## src/rtl/mod_mem.sv

```systemverilog
// mod_mem: memory-access stage; registered req/ack transaction with a variable-latency
// data memory, pipeline stall, timeout abort and write-back selection.
module mod_mem #(
    parameter int TIMEOUT = 16,
    parameter int CNT_W   = 5
) (
    input  logic        clk,
    input  logic        rst,
    input  logic        memenable,
    input  logic        memwrite,
    input  logic        memtoreg,
    input  logic [15:0] aluout,
    input  logic [15:0] store_data,
    input  logic [15:0] mem_rdata,
    input  logic        mem_ack,
    output logic        mem_req,
    output logic        mem_we,
    output logic [15:0] mem_addr,
    output logic [15:0] mem_wdata,
    output logic [15:0] wb_data,
    output logic        stall,
    output logic        mem_err
);
    typedef enum logic [1:0] {IDLE, REQ, DONE} state_t;
    state_t           r_state, w_next;
    logic [CNT_W-1:0] r_cnt;
    logic [15:0]      r_load;
    logic             w_tmo;
    assign w_tmo = (r_state == REQ) && !mem_ack && (r_cnt == CNT_W'(TIMEOUT - 1));
    always_ff @(posedge clk or negedge rst) begin
        if (!rst) r_state <= IDLE;
        else      r_state <= w_next;
    end
    always_comb begin
        w_next  = r_state;
        stall   = 1'b0;
        wb_data = aluout;
        case (r_state)
            IDLE: begin
                stall  = memenable;
                w_next = memenable ? REQ : IDLE;
            end
            REQ: begin
                stall  = 1'b1;
                w_next = (mem_ack || w_tmo) ? DONE : REQ;
            end
            DONE: begin
                wb_data = memtoreg ? r_load : aluout;
                w_next  = IDLE;
            end
            default: w_next = IDLE;
        endcase
    end
    always_ff @(posedge clk or negedge rst) begin
        if (!rst) begin
            mem_req   <= 1'b0;
            mem_we    <= 1'b0;
            mem_addr  <= '0;
            mem_wdata <= '0;
            r_load    <= '0;
            r_cnt     <= '0;
            mem_err   <= 1'b0;
        end else begin
            case (r_state)
                IDLE: if (memenable) begin
                    mem_req   <= 1'b1;
                    mem_we    <= memwrite;
                    mem_addr  <= aluout & 16'hFFFE;
                    mem_wdata <= store_data;
                    r_cnt     <= '0;
                end
                REQ: begin
                    // an ack in the timeout cycle takes priority over the abort
                    if (mem_ack) begin
                        if (!mem_we) r_load <= mem_rdata;
                        mem_req <= 1'b0;
                        mem_we  <= 1'b0;
                    end else if (w_tmo) begin
                        mem_err <= 1'b1;
                        r_load  <= '0;
                        mem_req <= 1'b0;
                        mem_we  <= 1'b0;
                    end else begin
                        r_cnt <= r_cnt + CNT_W'(1);
                    end
                end
                default: ;
            endcase
        end
    end
endmodule

```

## config.mk

```make
export PLATFORM = sky130hd
export DESIGN_NAME = mod_mem
export DESIGN_NICKNAME = d
export VERILOG_FILES = /design/src/rtl/mod_mem.sv
export SDC_FILE = /design/constraint.sdc
export NUM_CORES = 1
export LEC_CHECK = 0
export BUFFER_PORTS_ARGS = -buffer_cell sky130_fd_sc_hd__buf_2
export CORE_MARGIN = 4
export CORE_UTILIZATION = 51
export DETAILED_ROUTE_END_ITERATION = 10
export PLACE_DENSITY_LB_ADDON = 0.05
export SLEW_MARGIN = 5
export SYNTH_ARGS = -nofsm -noshare
export SYNTH_HDL_FRONTEND = slang
export SYNTH_SLANG_ARGS = --single-unit
```

## constraint.sdc

```tcl
create_clock -name clk -period 3.97 [get_ports clk]
set_input_delay 0.397 -clock clk [delete_from_list [all_inputs] [get_ports clk]]
set_output_delay 0.397 -clock clk [all_outputs]
set_load 0.03 [all_outputs]
```

==> results list <==
* Outcome: completed
- IR analysis of the VDD net gives a maximum drop of ~0.00037 V.
- Static timing analysis puts the maximum clock frequency at 382 MHz.
- CP Capture Type: primary output
- Sequential area share after synthesis: 57.4%
* # Post-CTS Setup Buffers: 0
- The path class of the tightest hold or removal check is primary input to asynchronous set/reset pin.
* Worst Path Required: 3570 ps
* Number of register bits inferred by synthesis: 57
- Routability-driven placement finished with a final weighted congestion of 0.856.
* Die ar.: between 0.006 and 0.007 sq mm
* Final critical path time including I/O delays and setup: 2620 ps
* Reg2Reg Depth: 5
- In the final layout, the multi-input gates occupy 928 sq um.
- Post-CTS Hold Buffers: 0
- Once detail routing completed, the nets flagged for antenna violations numbered 0.
- Share of synthesized registers carrying an async set or reset: 100%
- Count of instances resized after the clock tree is built: 0
- The biggest area contributor in the post-synthesis netlist is dfrtp_1.
- STA classifies the critical path startpoint as a flop.
* Clock tree from TritonCTS: yes
- For the pin with the worst max-slew slack, the measured transition is 1060 ps.
- Along the worst path, the maximum fanout reaches 32.
- Final worst clock skew: 7.28 ps
- Number of instances in the synthesized netlist: 279
- Post-layout net count: 437
* Maximum root-to-sink buffer count: 2
* Clock-pin transition on the worst setup and hold timing paths: 60 ps
* Total vias in the final route: 2099
* WL per Instance: 12.4 um
- # port buffers: 104
- Total length of routed wires: approximately 5600 um
- Gr ovfl total: 0
- CTS built an H-tree with a depth of 3.
* Clock latency reported for the late side of the worst-skew pair: between 300 and 400 ps
* Sequential cell area: 0.00143 sq mm
- Proportion of layout cells with a drive suffix above 1: 32.6%
- Headroom to the max-slew limit came out at 28.8%.
* Flip-flop cell with the highest count after synthesis: dfrtp_1
* Vias in the first global route: 2028
- Avg Synthesized Cell Area: around 8.9 sq um
- Counting every sink on the clock net gives 57.
- The first routing iteration left 125 violations.
- Critical path data arrival time: 2220 ps
- At the end of the flow the core is filled with cells to 68.9%.
- The floorplan has 25 rows.
- Vertical die dimension: 77.8 um
- Counting the buffers created by CTS gives 9.
* Setup-violating endpoint count in the final report: 0
- In the routed design, unresolved DRC markers number 0.
- First-pass GRT wire length: around 9500 um
- Summing every instance area after synthesis gives 0.00248 sq mm.
* Die W: 77.8 um
- Setup_tns: 0 ps
* Count of final max-slew check failures: 0
* Diodes inserted: 0
- The completed layout was analyzed and its total power is 2.40 mW.
- Leak pwr: roughly 1.9 nW
* Ratio of final minimum period to clock period: between 60 and 70%
* Reg-to-reg setup timing slack: between 1500 and 2000 ps
* Pin count of the biggest net entering global routing: 58
- CTS placed an instance of clkbuf_8 at the clock tree root.
* DRT Pass-1 Iters: 6
- Top post-synthesis cells by area: dfrtp_1, nand2_1, mux2i_1
- Relative area change from synthesis to final layout: 31.1%
* Synth cell types: 28
- In this run the standard cell core region covers 0.00472 sq mm.
- Critical Setup Path Class: flop to primary output
* Via/cell ratio: 4.63
- Antenna violations before repair: 0
* Power density over the cells: 737 mW/mm^2
- Half-perimeter wire length after placement: 4000 um
- Setup repair after global routing left no endpoint under its margin.
* Initial Util: 52.6%
* Number of enable-type register cells in the synthesized netlist: 0
- Syn Nets: roughly 340
- Max Cap Violations: 0
* Count of warnings emitted by yosys: 0
* FF-to-FF Start: r_cnt[0]
- The count of final hold-check violations was 0.
* Capture point of the worst reg-to-reg path: r_load[10]
- After filler insertion, the fill cell instance count of the layout stands at 388.
- In this run the biggest area consumer among cell types represents 57.4% of the synthesized area.
* Combined global-route utilization of all metal layers: 19.9%
* # IOs: approximately 110
[layer usage]
| metal | part of all wire, % | up-vias | track usage, % |
|---|---|---|---|
| met2 | 44 | 80 | 29.5 |
| met4 | 2.3 | 0 | 10.1 |
| li1 | - | 1079 | - |
| met3 | 7.2 | 12 | 5.10 |
| met5 | 0 | - | 0 |
| met1 | 47 | 928 | 27.1 |
[synth_stat cells, types with 2 or more instances]
cell	n
clkbuf_1	12
dfrtp_1	57
ha_1	2
inv_1	19
mux2i_1	17
nand2_1	131
nand3_1	2
o21ai_0	19
[placed cells by master, fill, tap and decap left out, types with 2 or more instances in the layout]
master and count:
dfrtp_1 57, inv_1 19, nand2_1 131, bufinv_16 2, nand3_1 2, clkinv_2 3
buf_4 2, clkbuf_8 9, buf_2 104, ha_1 2, o21ai_0 19, mux2i_1 17
[registers in the layout, indices dropped and copies added, names as in the netlist]
name       flops
mem_err        1
mem_we         1
mem_wdata     16
r_state        2
r_load        16
r_cnt          5
mem_addr      15
mem_req        1
[per-stage QoR]
step                cell area [sq um]  setup WS (ps)  std cells  hold slack, ps
floorplan                        2480           1850        279             101
global placement                 3050           1730        437             452
detailed placement               3050           1710        437             457
CTS                              3260           1300        453             228
global route                     3260           1060        453             246
finish                           3260           1350        453             201
[critical path, stage by stage, from the launching register on]
cell and delay (ps):
dfrtp_1 440, nand3b_1 710, o21ai_0 490, buf_2 260
[final cells by class]
class,instances,share of cell area [%]
tap,67,2.57
timing repair buffer,106,16.4
inverter,19,2.19
clock inverter,6,2.54
sequential,57,43.8
multi-input combinational,188,28.5
clock buffer,10,3.92
[where the power goes]
| group | switching (mW) | total [mW] | internal [mW] | leakage, nW |
|---|---|---|---|---|
| Sequential | 0.105 | 0.920 | 0.815 | 0.721 |
| Combinational | 0.641 | 0.912 | 0.271 | 1.11 |
| Clock | 0.219 | 0.569 | 0.350 | 0.106 |
| Total | 0.965 | 2.40 | 1.44 | 1.94 |
[logic make-up after synthesis]
| kind of cell | after synthesis | share of synthesized area, % |
|---|---|---|
| buf+inv | 34 | 5.39 |
| mux | 17 | 6.85 |
| flops | 57 | 57.4 |
| fa+ha+maj | 2 | 1.01 |
| compound gates | 27 | 6.50 |
| other cells | 1 | 0.151 |
| simple gates | 141 | 22.7 |
[worst max path at each step]
stage / start / to / cells past startpoint
after floorplan: r_cnt[0] / r_cnt[3] / 7
after global placement: r_state[0] / wb_data[15] / 3
after detailed placement: r_cnt[0] / r_load[14] / 5
after CTS: r_state[0] / wb_data[15] / 3
after global routing: r_state[0] / wb_data[15] / 3
final: r_state[0] / wb_data[15] / 3
Note: power is estimated with default switching activity, not from simulation.
